[src/rtl/cpu_pkg.sv]
// ----------------------------------------------------------------------------
// cpu_pkg
//   Shared definitions for the accumulator CPU control path.
//   - Opcode values as carried in the instruction register.
//   - ALU function codes driven on alu_op.
//   - Sequencer state encoding.
//   - Small helpers that classify an opcode. Callers pass the opcode
//     zero-extended to 32 bits, so the helpers work for any OPCODE_W.
// ----------------------------------------------------------------------------
package cpu_pkg;

    // Instruction opcodes
    localparam int unsigned OPC_HALT  = 0;
    localparam int unsigned OPC_READ  = 1;
    localparam int unsigned OPC_WRITE = 2;
    localparam int unsigned OPC_JPNZ  = 3;
    localparam int unsigned OPC_CLAC  = 4;
    localparam int unsigned OPC_ADD   = 5;
    localparam int unsigned OPC_SUB   = 6;
    localparam int unsigned OPC_SHIFT = 7;
    localparam int unsigned OPC_INC   = 8;

    // ALU function codes
    localparam int unsigned ALU_CLAC  = 0;
    localparam int unsigned ALU_ADD   = 1;
    localparam int unsigned ALU_SUB   = 2;
    localparam int unsigned ALU_SHIFT = 3;
    localparam int unsigned ALU_INC   = 4;

    // Sequencer states.
    // F_*: instruction fetch, O_*: operand fetch, X_*: execute.
    typedef enum logic [3:0] {
        S_F_AR   = 4'd0,
        S_F_MEM  = 4'd1,
        S_F_IR   = 4'd2,
        S_DECODE = 4'd3,
        S_O_MEM  = 4'd4,
        S_O_LAT  = 4'd5,
        S_X_AR   = 4'd6,
        S_X_RD   = 4'd7,
        S_X_AC   = 4'd8,
        S_X_DR   = 4'd9,
        S_X_WR   = 4'd10,
        S_JMP    = 4'd11,
        S_SKIP   = 4'd12,
        S_ALU    = 4'd13,
        S_HALT   = 4'd14
    } cs_state_t;

    // True for the register-only ALU instructions.
    function automatic bit is_alu_opcode(input int unsigned opc);
        return (opc >= OPC_CLAC) && (opc <= OPC_INC);
    endfunction

    // Every value from HALT up to INC is defined; anything above traps.
    function automatic bit is_defined_opcode(input int unsigned opc);
        return opc <= OPC_INC;
    endfunction

    // ALU function selected by an ALU opcode.
    function automatic int unsigned alu_code(input int unsigned opc);
        case (opc)
            OPC_CLAC:  return ALU_CLAC;
            OPC_ADD:   return ALU_ADD;
            OPC_SUB:   return ALU_SUB;
            OPC_SHIFT: return ALU_SHIFT;
            OPC_INC:   return ALU_INC;
            default:   return ALU_CLAC;
        endcase
    endfunction

    // State that follows DECODE. An untaken JPNZ goes to SKIP, which steps
    // PC over the operand bytes without touching memory. Undefined opcodes
    // land in HALT; the caller records the trap separately.
    function automatic cs_state_t decode_target(input int unsigned opc,
                                                input logic        flag);
        case (opc)
            OPC_READ,
            OPC_WRITE: return S_O_MEM;
            OPC_JPNZ:  return flag ? S_O_MEM : S_SKIP;
            OPC_HALT:  return S_HALT;
            default:   return is_alu_opcode(opc) ? S_ALU : S_HALT;
        endcase
    endfunction

endpackage

[src/rtl/cs_out_decode.sv]
// ----------------------------------------------------------------------------
// cs_out_decode
//   Combinational decode from the sequencer state to the datapath control
//   strobes. Every output is a Moore function of the state, except that
//   pc_inc and dr_from_mem are gated by mem_ready in the memory states. That
//   way a wait state only ever shows mem_req (plus mem_we for a write).
//
// Ports
//   state        in   current sequencer state
//   mem_ready    in   memory completes the current request this cycle
//   opcode       in   IR contents, used to pick the ALU function
//   mem_req..alu_en   out  datapath strobes, one per register transfer
//   alu_op       out  ALU function, valid while alu_en is high, 0 otherwise
//   halted       out  sequencer sits in HALT
// ----------------------------------------------------------------------------
module cs_out_decode
    import cpu_pkg::*;
#(
    parameter int OPCODE_W = 4,
    parameter int ALU_OP_W = 3
) (
    input  cs_state_t            state,
    input  logic                 mem_ready,
    input  logic [OPCODE_W-1:0]  opcode,
    output logic                 mem_req,
    output logic                 mem_we,
    output logic                 ar_from_pc,
    output logic                 ar_from_tr,
    output logic                 pc_inc,
    output logic                 pc_from_tr,
    output logic                 dr_from_mem,
    output logic                 dr_from_ac,
    output logic                 ir_load,
    output logic                 tr_shift,
    output logic                 ac_from_dr,
    output logic                 alu_en,
    output logic [ALU_OP_W-1:0]  alu_op,
    output logic                 halted
);

    // Start from an all-quiet cycle and switch on the transfers of the
    // current state. DECODE and unused encodings drive nothing.
    always_comb begin
        mem_req     = 1'b0;
        mem_we      = 1'b0;
        ar_from_pc  = 1'b0;
        ar_from_tr  = 1'b0;
        pc_inc      = 1'b0;
        pc_from_tr  = 1'b0;
        dr_from_mem = 1'b0;
        dr_from_ac  = 1'b0;
        ir_load     = 1'b0;
        tr_shift    = 1'b0;
        ac_from_dr  = 1'b0;
        alu_en      = 1'b0;
        alu_op      = '0;
        halted      = 1'b0;

        case (state)
            S_F_AR: begin
                ar_from_pc = 1'b1;
            end
            S_F_MEM, S_O_MEM: begin
                mem_req     = 1'b1;
                dr_from_mem = mem_ready;
                pc_inc      = mem_ready;
            end
            S_F_IR: begin
                ir_load    = 1'b1;
                ar_from_pc = 1'b1;
            end
            S_O_LAT: begin
                tr_shift   = 1'b1;
                ar_from_pc = 1'b1;
            end
            S_X_AR: begin
                ar_from_tr = 1'b1;
            end
            S_X_RD: begin
                mem_req     = 1'b1;
                dr_from_mem = mem_ready;
            end
            S_X_AC: begin
                ac_from_dr = 1'b1;
            end
            S_X_DR: begin
                dr_from_ac = 1'b1;
            end
            S_X_WR: begin
                mem_req = 1'b1;
                mem_we  = 1'b1;
            end
            S_JMP: begin
                pc_from_tr = 1'b1;
            end
            S_SKIP: begin
                pc_inc = 1'b1;
            end
            S_ALU: begin
                alu_en = 1'b1;
                alu_op = ALU_OP_W'(alu_code(32'(opcode)));
            end
            S_HALT: begin
                halted = 1'b1;
            end
            default: begin
            end
        endcase
    end

endmodule

[src/rtl/control_sequencer.sv]
// ----------------------------------------------------------------------------
// control_sequencer
//   Multi-cycle control sequencer for the accumulator CPU. It fetches an
//   opcode, then ADDR_BYTES operand bytes (MSB first into TR), and executes
//   READ / WRITE / JPNZ / ALU / HALT. Memory accesses use a mem_req/mem_ready
//   handshake: a memory state holds until mem_ready is seen. An undefined
//   opcode halts the sequencer and raises the sticky illegal flag. Only
//   rst_n leaves HALT.
//
// Parameters
//   OPCODE_W    opcode width
//   ADDR_BYTES  operand bytes per memory/jump instruction, 1..4
//   ALU_OP_W    width of alu_op
//
// Ports
//   clk, rst_n   rising-edge clock, asynchronous active-low reset
//   opcode       IR contents, looked at in DECODE, O_LAT, X_AR and ALU
//   flag         JPNZ condition, looked at in DECODE only
//   mem_ready    memory completes the current request this cycle
//   mem_req..alu_op   datapath control strobes (see cs_out_decode)
//   halted       sequencer is in HALT
//   illegal      HALT was entered on an undefined opcode
// ----------------------------------------------------------------------------
module control_sequencer
    import cpu_pkg::*;
#(
    parameter int OPCODE_W   = 4,
    parameter int ADDR_BYTES = 2,
    parameter int ALU_OP_W   = 3
) (
    input  logic                 clk,
    input  logic                 rst_n,
    input  logic [OPCODE_W-1:0]  opcode,
    input  logic                 flag,
    input  logic                 mem_ready,
    output logic                 mem_req,
    output logic                 mem_we,
    output logic                 ar_from_pc,
    output logic                 ar_from_tr,
    output logic                 pc_inc,
    output logic                 pc_from_tr,
    output logic                 dr_from_mem,
    output logic                 dr_from_ac,
    output logic                 ir_load,
    output logic                 tr_shift,
    output logic                 ac_from_dr,
    output logic                 alu_en,
    output logic [ALU_OP_W-1:0]  alu_op,
    output logic                 halted,
    output logic                 illegal
);

    // The byte counter is one bit wider than the index needs, so that
    // ADDR_BYTES=1 still gets a legal 1-bit counter.
    localparam int CNT_W = $clog2(ADDR_BYTES) + 1;
    localparam logic [CNT_W-1:0] CNT_LAST = CNT_W'(ADDR_BYTES - 1);

    cs_state_t        state;
    logic [CNT_W-1:0] cnt;
    logic             illegal_q;
    logic [31:0]      opc_ext;

    // Zero-extend the opcode so the package helpers work for any OPCODE_W.
    assign opc_ext = 32'(opcode);

    // State register, operand-byte counter and the sticky trap flag.
    // Memory states only advance on mem_ready. The counter saturates at
    // CNT_LAST, because the last operand byte and the last skipped byte both
    // leave the loop instead of counting on.
    always_ff @(posedge clk or negedge rst_n) begin
        if (!rst_n) begin
            state     <= S_F_AR;
            cnt       <= '0;
            illegal_q <= 1'b0;
        end else begin
            case (state)
                S_F_AR: begin
                    state <= S_F_MEM;
                end
                S_F_MEM: begin
                    if (mem_ready) begin
                        state <= S_F_IR;
                    end
                end
                S_F_IR: begin
                    state <= S_DECODE;
                end
                S_DECODE: begin
                    cnt   <= '0;
                    state <= decode_target(opc_ext, flag);
                    if (!is_defined_opcode(opc_ext)) begin
                        illegal_q <= 1'b1;
                    end
                end
                S_O_MEM: begin
                    if (mem_ready) begin
                        state <= S_O_LAT;
                    end
                end
                S_O_LAT: begin
                    if (cnt == CNT_LAST) begin
                        state <= (opc_ext == OPC_JPNZ) ? S_JMP : S_X_AR;
                    end else begin
                        cnt   <= cnt + 1'b1;
                        state <= S_O_MEM;
                    end
                end
                S_X_AR: begin
                    state <= (opc_ext == OPC_WRITE) ? S_X_DR : S_X_RD;
                end
                S_X_RD: begin
                    if (mem_ready) begin
                        state <= S_X_AC;
                    end
                end
                S_X_AC: begin
                    state <= S_F_AR;
                end
                S_X_DR: begin
                    state <= S_X_WR;
                end
                S_X_WR: begin
                    if (mem_ready) begin
                        state <= S_F_AR;
                    end
                end
                S_JMP: begin
                    state <= S_F_AR;
                end
                S_SKIP: begin
                    if (cnt == CNT_LAST) begin
                        state <= S_F_AR;
                    end else begin
                        cnt <= cnt + 1'b1;
                    end
                end
                S_ALU: begin
                    state <= S_F_AR;
                end
                S_HALT: begin
                    state <= S_HALT;
                end
                default: begin
                    state <= S_F_AR;
                end
            endcase
        end
    end

    assign illegal = illegal_q;

    cs_out_decode #(
        .OPCODE_W (OPCODE_W),
        .ALU_OP_W (ALU_OP_W)
    ) u_out_decode (
        .state       (state),
        .mem_ready   (mem_ready),
        .opcode      (opcode),
        .mem_req     (mem_req),
        .mem_we      (mem_we),
        .ar_from_pc  (ar_from_pc),
        .ar_from_tr  (ar_from_tr),
        .pc_inc      (pc_inc),
        .pc_from_tr  (pc_from_tr),
        .dr_from_mem (dr_from_mem),
        .dr_from_ac  (dr_from_ac),
        .ir_load     (ir_load),
        .tr_shift    (tr_shift),
        .ac_from_dr  (ac_from_dr),
        .alu_en      (alu_en),
        .alu_op      (alu_op),
        .halted      (halted)
    );

endmodule

[config.mk]
export PLATFORM = sky130hd
export DESIGN_NAME = control_sequencer
export DESIGN_NICKNAME = d
export VERILOG_FILES = /design/src/rtl/cpu_pkg.sv /design/src/rtl/cs_out_decode.sv /design/src/rtl/control_sequencer.sv
export SDC_FILE = /design/constraint.sdc
export NUM_CORES = 1
export LEC_CHECK = 0
export CAP_MARGIN = 0
export CORE_MARGIN = 2
export CORE_UTILIZATION = 30
export CTS_BUF_LIST = sky130_fd_sc_hd__clkbuf_4 sky130_fd_sc_hd__clkbuf_8 sky130_fd_sc_hd__clkbuf_16
export DETAILED_ROUTE_END_ITERATION = 12
export HOLD_SLACK_MARGIN = 0.05
export PLACE_DENSITY = 0.55
export SETUP_SLACK_MARGIN = 0.05
export SYNTH_ARGS = -nofsm -noshare
export SYNTH_HDL_FRONTEND = slang
export SYNTH_SLANG_ARGS = --single-unit
[constraint.sdc]
create_clock -name clk -period 3.5 [get_ports clk]
set_input_delay 0.35 -clock clk [delete_from_list [all_inputs] [get_ports clk]]
set_output_delay 0.35 -clock clk [all_outputs]
set_load 0.05 [all_outputs]
==> results_dict.tcl, run 1 <==
set metrics [dict create \
    status "completed" \
    start_util_pct 30.8 \
    synth_edf_count 0 \
    drtPass1Iterations 4 \
    grt_overflow_total 0 \
    min_path_type "in2async" \
    rsz0062_at_grt "no" \
    syn_nets 126 \
    ys_seq_area_share_pct 21.0 \
    slew_headroom_pct 53.7 \
    place_area_um2 1070 \
    wire_per_inst_um 13.0 \
    period_share_pct 83.4 \
    peakVddDrop_mv 0.635 \
    grt_first_pass_wirelength_mm 3.62 \
    utilization_pct 40.7 \
    skew_ns 0.00405 \
    worstMarginPinSlew_ns 0.694 \
    drive_above_1_share_pct 8.76 \
    crit_type "reg2out" \
    routed_wl_mm 2.19 \
    grt_pass1_vias 801 \
    cts_buffers 3 \
    fin_nets 147 \
    cp-start-kind "register" \
    tns_ns 0 \
    ys_types 46 \
    cts.sinks 7 \
    h-tree-depth 1 \
    fill_cells 297 \
    antenna_found_initial 0 \
    cts_buffer_depth 2 \
    root_buffer "clkbuf_4" \
    max_cap_viol_count 0 \
    clkTransAtPathRegs_ns 0.05 \
    ys_ff_latch 7 \
    critPathRequiredTime_ns 3.15 \
    num_io_pins 25 \
    chipHeight_um 56.7 \
    seq_area_um2 175 \
    min_period_ns 2.92 \
    drt-initial-drc-count 32 \
    grt_use_met1_pct 19.1 \
    ys.flop_type "dfrtp_1" \
    drc 0 \
    top_usage_layer "met2" \
    final_cell_area_um2 1100 \
    clock_latency_ns 0.24 \
    gpl.final_weighted_congestion 0.749 \
    antenna_left 0 \
    p_leak_nw 0.421 \
    syn-cell-area_um2 835 \
    cts_tree "built" \
    route.vias.total 931 \
    worst_hold_slack_ns 0.357 \
    post_cts_buffers 0 \
    portBuffers 24 \
    viasPerCell 5.54 \
    use_met3_pct 1.61 \
    grt_max_degree 25 \
    dp_hpwl_mm 1.69 \
    multi_input_area_um2 597 \
    syn2layout_area_growth_pct 32.2 \
    critical_path_arrival_ns 2.57 \
    max_freq_mhz 343 \
    synth_cells 117 \
    synth_async_sr_flop_share_pct 100 \
    rows 19 \
    cts_hold_buf 0 \
    worstPathMaxFanout 22 \
    ys_warn_count 0 \
    core_area_um2 2710 \
    setup-violations-final 0 \
    end_kind "output pin" \
    avgSynthCellArea_um2 7.13 \
    track_usage_pct 13.7 \
    fp.dieArea_um2 3220 \
    die_x_um 56.7 \
    hold_viol 0 \
    cellPowerDensity_nw_per_um2 960 \
    groute.layer.met2.usage_pct 21.9 \
    diodes 0 \
    cts_resized 0 \
    maxSlewViolCount 0 \
]
[metal layers]
metal / share of wire (%) / vias to the layer above
li1: - / 460
met1: 45 / 436
met2: 48 / 33
met3: 6.1 / 2
met4: 0.82 / 0
met5: 0 / -
[cell usage in the layout, fill, tap and decap left out, types with 4 or more instances in the layout]
| master | instances |
|---|---|
| nand2b_1 | 5 |
| a21oi_1 | 9 |
| inv_1 | 4 |
| clkbuf_4 | 4 |
| clkdlybuf4s50_1 | 24 |
| nand3_1 | 5 |
| nor3_1 | 5 |
| o21ai_0 | 7 |
| nor2_1 | 23 |
| dfrtp_1 | 7 |
| nand2_1 | 8 |
[registers in the layout, indices dropped and copies added, names as in the netlist]
signal,cells
state,4
illegal,1
cnt,2
[kinds of logic after synthesis]
kind of cell    synth area share (%)
flops                           21.0
mux                             2.40
xor+xnor                        3.15
simple gates                    35.7
fa+ha+maj                       1.50
buf+inv                         7.64
compound gates                  28.6
[worst max-delay path: stages (launching register included)]
cell,delay [ns]
dfrtp_1,0.75
inv_1,0.24
nor2_1,0.19
a21oi_1,0.06
o22ai_1,0.15
and2_1,0.14
clkdlybuf4s50_1,0.79
[metrics by stage]
stage	std cells	setup slack, ns	power (W)
2_1_floorplan	117	0.513	0.000793
3_3_place_gp	164	0.842	0.000982
3_5_place_dp	164	0.829	0.000980
4_1_cts	168	0.553	0.00106
5_1_grt	168	0.374	0.00115
6_report	168	0.582	0.00106
[where the power goes]
group          leakage, nW  internal, W  switching [W]
registers           0.0850     0.000118       0.000112
logic                0.318     0.000293       0.000457
clock network       0.0184    0.0000511      0.0000269
total                0.421     0.000462       0.000597
[synthesized netlist by cell type, types with 2 or more instances]
library cell | instances | share of area (%)
nor3_1 | 5 | 3.0
nand2_1 | 8 | 3.6
nand3_1 | 5 | 3.0
xor2_1 | 2 | 2.1
buf_2 | 5 | 3.0
and3_1 | 2 | 1.5
dfrtp_1 | 7 | 21
nand2b_1 | 5 | 3.7
mux2i_1 | 2 | 2.4
o21ai_0 | 7 | 4.2
a21oi_1 | 9 | 5.4
inv_1 | 4 | 1.8
nor2_1 | 23 | 10
[final cells by class]
| class | count | share of cell area [%] |
|---|---|---|
| Sequential cell | 7 | 15.9 |
| Tap cell | 31 | 3.51 |
| Timing Repair Buffer | 25 | 22.4 |
| Inverter | 4 | 1.36 |
| Multi-Input combinational cell | 97 | 54.1 |
| Clock buffer | 4 | 2.72 |
[path summary, 6_finish.rpt]
check | start | endpoint | slack [ns] | cells past startpoint
max | state[2] | pc_inc | 0.58 | 6
min | rst_n | cnt[1] | 0.36 | 1
max reg2reg | state[0] | state[1] | 1.34 | 5
min reg2reg | illegal | illegal | 0.47 | 1
max in group asynchronous | rst_n | state[3] | 2.91 | 1
min in group clk | illegal | illegal | 0.47 | 1
No activity file was read; power rests on OpenSTA's default activity.
==> run 2, diff against run 1 <==
==> constraint.sdc (replaced) <==
create_clock -name clk -period 2.7 [get_ports clk]
set_input_delay 0.27 -clock clk [delete_from_list [all_inputs] [get_ports clk]]
set_output_delay 0.27 -clock clk [all_outputs]
set_load 0.05 [all_outputs]
==> run 2 against run 1 <==
Clock power increased by 36%. Critical path depth decreased by 2. Sequential cell count unchanged. Worst hold slack lost 0.067 ns. Design area is 1.1% higher. Non-clock buffer count is 3 higher. First-iteration DRC count is 19% lower. Via count shrank 3.3%. Sequential power grew 6%. Utilization increased by 0.46 points. Die area stayed put. Register-to-register slack got worse by 0.58 ns. Critical path type unchanged. Largest cell class unchanged.
==> results_dict.tcl, run 2 (synthesized netlist as in run 1, its figures left out) <==
set metrics [dict create \
    max_freq_mhz 408 \
    cts_resized 0 \
    finalPower_w 0.00141 \
    cpPeakStageDelay_ns 0.83 \
    skew_ns 0.00512 \
    worstPathMaxFanout 14 \
    peakVddDrop_mv 1.18 \
    viasPerCell 5.26 \
    cts_hold_buf 0 \
    drtPass1Iterations 4 \
    core_area_um2 2710 \
    clock_latency_ns 0.25 \
    seq_power_share_pct 17.2 \
    grt_pass1_vias 853 \
    grt_first_pass_wirelength_mm 3.81 \
    cts_tree "built" \
    grt_max_degree 15 \
    critPathRequiredTime_ns 2.43 \
    die_x_um 56.7 \
    diodes 0 \
    top_register "state" \
    clkPwrFrac_pct 7.5 \
    combPwrFrac_pct 75.4 \
    routed_wl_mm 2.26 \
    layout_commonest_cell "nor2_1" \
    min_path_type "in2async" \
    cts_buffers 3 \
    fp.dieArea_um2 3220 \
    root_buffer "clkbuf_4" \
    h-tree-depth 1 \
    post_cts_buffers 0 \
    dp_hpwl_mm 1.74 \
    cellPowerDensity_nw_per_um2 1270 \
    status "completed" \
    setup-violations-final 0 \
    grt_overflow_total 0 \
    gpl.final_weighted_congestion 0.896 \
    final_cell_area_um2 1120 \
    fin_nets 150 \
    rsz0062_at_grt "no" \
    critPathTopFamily "buffers and inverters" \
    p_leak_nw 0.448 \
    period_share_pct 90.8 \
    drt-initial-drc-count 26 \
    rows 19 \
    num_io_pins 25 \
    route.vias.total 900 \
    maxSlewViolCount 0 \
    antenna_left 0 \
    end_kind "output pin" \
    worstMarginPinSlew_ns 0.499 \
    place_area_um2 1090 \
    largest_reg_flops 4 \
    drc 0 \
    hold_viol 0 \
    min_period_ns 2.45 \
    track_usage_pct 14.7 \
    max_cap_viol_count 0 \
    syn2layout_area_growth_pct 33.7 \
    p_int_w 0.000621 \
    critical_path_arrival_ns 2.18 \
    clkTransAtPathRegs_ns 0.06 \
    layout_common_cells "23 x nor2_1, 18 x clkdlybuf4s50_1, 10 x buf_4, 9 x a21oi_1, 8 x nand2_1" \
    path_cells "inv_1, nand2_1, nor3_1, clkdlybuf4s50_1" \
    tns_ns 0 \
    wire_per_inst_um 13.2 \
    slew_headroom_pct 66.6 \
    cts_buffer_depth 2 \
    crit_path_top_delay_cell "clkdlybuf4s50_1" \
    chipHeight_um 56.7 \
    setup_ws_ns 0.249 \
    start_util_pct 30.8 \
    crit_type "reg2out" \
    cp.buffers_inverters 2 \
    worst_hold_slack_ns 0.290 \
    switching_power_w 0.000794 \
    cts.sinks 7 \
    cp-start-kind "register" \
    antenna_found_initial 0 \
    portBuffers 24 \
    drive_above_1_share_pct 15.7 \
    swShare_pct 56.1 \
    pre_cts_ws_ns 0.507 \
]
run 2: worst paths after layout:
path / start / to / slack (ns) / cells after the start
max: state[2] / ac_from_dr / 0.25 / 4
min: rst_n / illegal / 0.29 / 1
max reg2reg: state[2] / state[1] / 0.76 / 5
min reg2reg: illegal / illegal / 0.47 / 1
max in group asynchronous: rst_n / state[0] / 2.15 / 1
min in group clk: illegal / illegal / 0.47 / 1
run 2: area by class of cell:
cell class                      count  area (µm²)
Tap cell                           31        38.8
Multi-Input combinational cell     97         602
Fill cell                         293        1590
Sequential cell                     7         175
Timing Repair Buffer               28         255
Inverter                            4        15.0
Clock buffer                        4        30.0
run 2: worst register-to-register path: stages (launching register included):
cell and delay [ns]:
dfrtp_1 0.62, nor2b_1 0.27, nand3_2 0.13, a221oi_4 0.34
o21ai_1 0.11, a221o_1 0.36
run 2: routing by layer:
metal / wire length, µm / track usage, % / vias up
li1: - / - / 465
met1: 1120 / 20.4 / 413
met2: 1050 / 23.8 / 22
met3: 85 / 1.84 / 0
met4: 0 / 3.99 / 0
met5: 0 / 0 / -
run 2: power by group through the flow:
stage	clock [W]	sequential (W)	combinational (W)
after floorplan	0	0.000208	0.000830
after global placement	0	0.000242	0.00106
after detailed placement	0	0.000243	0.00107
after CTS	0.000111	0.000242	0.00107
after global routing	0.000117	0.000254	0.00116
final	0.000106	0.000243	0.00107
run 2: metrics by stage:
stage | cells | util (%)
2_1_floorplan | 117 | -
3_3_place_gp | 167 | 40.1
3_5_place_dp | 167 | 40.1
4_1_cts | 171 | 41.2
5_1_grt | 171 | 41.2
6_report | 171 | 41.2
==> run 3, diff against run 2 <==
--- a/config.mk
+++ b/config.mk
@@ -7,12 +7,14 @@
 export LEC_CHECK = 0
 export CAP_MARGIN = 0
 export CORE_MARGIN = 2
-export CORE_UTILIZATION = 30
+export CORE_UTILIZATION = 46
 export CTS_BUF_LIST = sky130_fd_sc_hd__clkbuf_4 sky130_fd_sc_hd__clkbuf_8 sky130_fd_sc_hd__clkbuf_16
 export DETAILED_ROUTE_END_ITERATION = 12
+export GPL_TIMING_DRIVEN = 0
 export HOLD_SLACK_MARGIN = 0.05
-export PLACE_DENSITY = 0.55
+export PLACE_DENSITY = 0.78
 export SETUP_SLACK_MARGIN = 0.05
+export SKIP_CTS_REPAIR_TIMING = 1
 export SYNTH_ARGS = -nofsm -noshare
 export SYNTH_HDL_FRONTEND = slang
 export SYNTH_SLANG_ARGS = --single-unit
==> run 3 against run 2 <==
Total power increased by 1.8%. Clock power about the same. Count of clock-buffer cells in the layout unchanged. Design area increased by 3.0%. Critical path depth increased by 2. Sequential power decreased by 20%. Register-to-register slack improved by 0.17 ns. Sequential cell count unchanged. First-iteration DRC count increased by 58%. Non-clock buffer count increased by 4. Worst hold slack got worse by 0.014 ns. Setup slack got worse by 0.080 ns.
==> results_dict.tcl, run 3 (synthesized netlist as in run 1, its figures left out) <==
set metrics [dict create \
    drtPass1Iterations 4 \
    cpPeakStageDelay_ns 0.69 \
    chipHeight_um 46.6 \
    worstPathMaxFanout 10 \
    rr_endpoint "state[1]" \
    antenna_found_initial 0 \
    max_freq_mhz 395 \
    cts_buffers 3 \
    hold_viol 0 \
    path_cells "buf_2, buf_1, nor2_1, nor2_1, nor2_1, clkdlybuf4s50_1" \
    maxSlewViolCount 0 \
    cp-start-kind "register" \
    gpl.final_weighted_congestion 0.900 \
    cts_buffer_depth 2 \
    rsz0062_at_grt "no" \
    combPwrFrac_pct 79.2 \
    grt_max_degree 11 \
    drive_above_1_share_pct 13.2 \
    status "completed" \
    setup_ws_ns 0.169 \
    start_util_pct 48.9 \
    slew_headroom_pct 66.3 \
    grt_pass1_vias 864 \
    skew_ns 0.00103 \
    switching_power_w 0.000812 \
    top_register "state" \
    seq_power_share_pct 13.5 \
    tns_ns 0 \
    period_share_pct 93.7 \
    wire_per_inst_um 13.9 \
    rr_startpoint "state[0]" \
    drc 0 \
    multi_input_area_um2 602 \
    die_x_um 46.6 \
    seq_area_um2 175 \
    dp_cells 165 \
    crit_path_top_delay_cell "clkdlybuf4s50_1" \
    pre_cts_ws_ns 0.214 \
    clkPwrFrac_pct 7.3 \
    largest_reg_flops 4 \
    setup-violations-final 0 \
    place_area_um2 1100 \
    h-tree-depth 1 \
    grt_overflow_total 0 \
    critPathRequiredTime_ns 2.43 \
    min_path_type "in2async" \
    portBuffers 23 \
    track_usage_pct 24.5 \
    p_int_w 0.000628 \
    fill_cells 143 \
    final_cell_area_um2 1150 \
    end_kind "output pin" \
    layout_commonest_cell "nor2_1" \
    crit_type "reg2out" \
    cts_tree "built" \
    cellPowerDensity_nw_per_um2 1250 \
    max_cap_viol_count 0 \
    syn2layout_area_growth_pct 37.8 \
    critical_path_arrival_ns 2.26 \
    num_io_pins 25 \
    dp_hpwl_mm 1.83 \
    viasPerCell 5.89 \
    layout_common_cells "23 x nor2_1, 16 x clkdlybuf4s50_1, 9 x a21oi_1, 8 x nand2_1" \
    fp.dieArea_um2 2170 \
    p_leak_nw 0.567 \
    fin_nets 154 \
    diodes 0 \
    swShare_pct 56.4 \
    rrSetupSlack_ns 0.93 \
    rr_worst_depth 5 \
    worstMarginPinSlew_ns 0.504 \
    root_buffer "clkbuf_4" \
    clkTransAtPathRegs_ns 0.05 \
    crit_top_cell "nor2_1" \
    cts.sinks 7 \
    min_period_ns 2.53 \
    critPathTopFamily "buffers and inverters" \
    drt-initial-drc-count 41 \
    route.vias.total 996 \
    grt_first_pass_wirelength_mm 3.81 \
    clock_latency_ns 0.25 \
    rows 15 \
    instances_no_fill 169 \
    cp.buffers_inverters 3 \
    peakVddDrop_mv 0.708 \
    finalPower_w 0.00144 \
    routed_wl_mm 2.35 \
    antenna_left 0 \
    core_area_um2 1710 \
]
run 3: worst reg2reg max path: stages, from the launching register on:
cell and delay [ns]:
dfrtp_1 0.47, nand2b_1 0.28, a21oi_1 0.11, a221oi_4 0.34, o21ai_1 0.11, a221o_1 0.35
run 3: final cells by class:
class	instances	share of cell area [%]
clock buffer	4	2.61
buffer	9	4.24
timing repair buffer	23	21.5
multi-input combinational	97	52.3
tap	25	2.72
inverter	4	1.31
sequential	7	15.2
run 3: worst max-delay path by stage:
| stage | start | to | slack, ns | cells after the start |
|---|---|---|---|---|
| after floorplan | state[3] | alu_op[0] | 0.28 | 5 |
| after global placement | state[3] | alu_op[2] | 0.24 | 6 |
| after detailed placement | state[3] | alu_op[2] | 0.21 | 6 |
| after CTS | state[3] | alu_op[2] | -0.08 | 6 |
| after global routing | state[0] | ar_from_pc | 0.06 | 6 |
| final | state[0] | ar_from_pc | 0.17 | 6 |
run 3: stage by stage:
stage | hold WS (ns) | util, %
2_1_floorplan | -0.0256 | -
5_1_grt | 0.280 | 67.3
3_5_place_dp | 0.451 | 64.5
4_1_cts | 0.272 | 66.3
3_3_place_gp | 0.449 | 64.5
6_report | 0.276 | 67.3
run 3: power groups by stage:
stage / Clock (W) / Combinational (W) / Sequential [W]
2_1_floorplan: 0 / 0.000830 / 0.000208
3_3_place_gp: 0 / 0.00112 / 0.000191
3_5_place_dp: 0 / 0.00114 / 0.000194
4_1_cts: 0.000108 / 0.00114 / 0.000192
5_1_grt: 0.000113 / 0.00123 / 0.000200
6_report: 0.000105 / 0.00114 / 0.000194
run 3: metal layers:
layer / track usage [%] / vias to the layer above / part of all wire [%]
met1: 31.3 / 456 / 39
met5: 0 / - / 0
li1: - / 469 / -
met4: 9.14 / 0 / 2.4
met3: 5.88 / 8 / 8.0
met2: 39.7 / 63 / 50
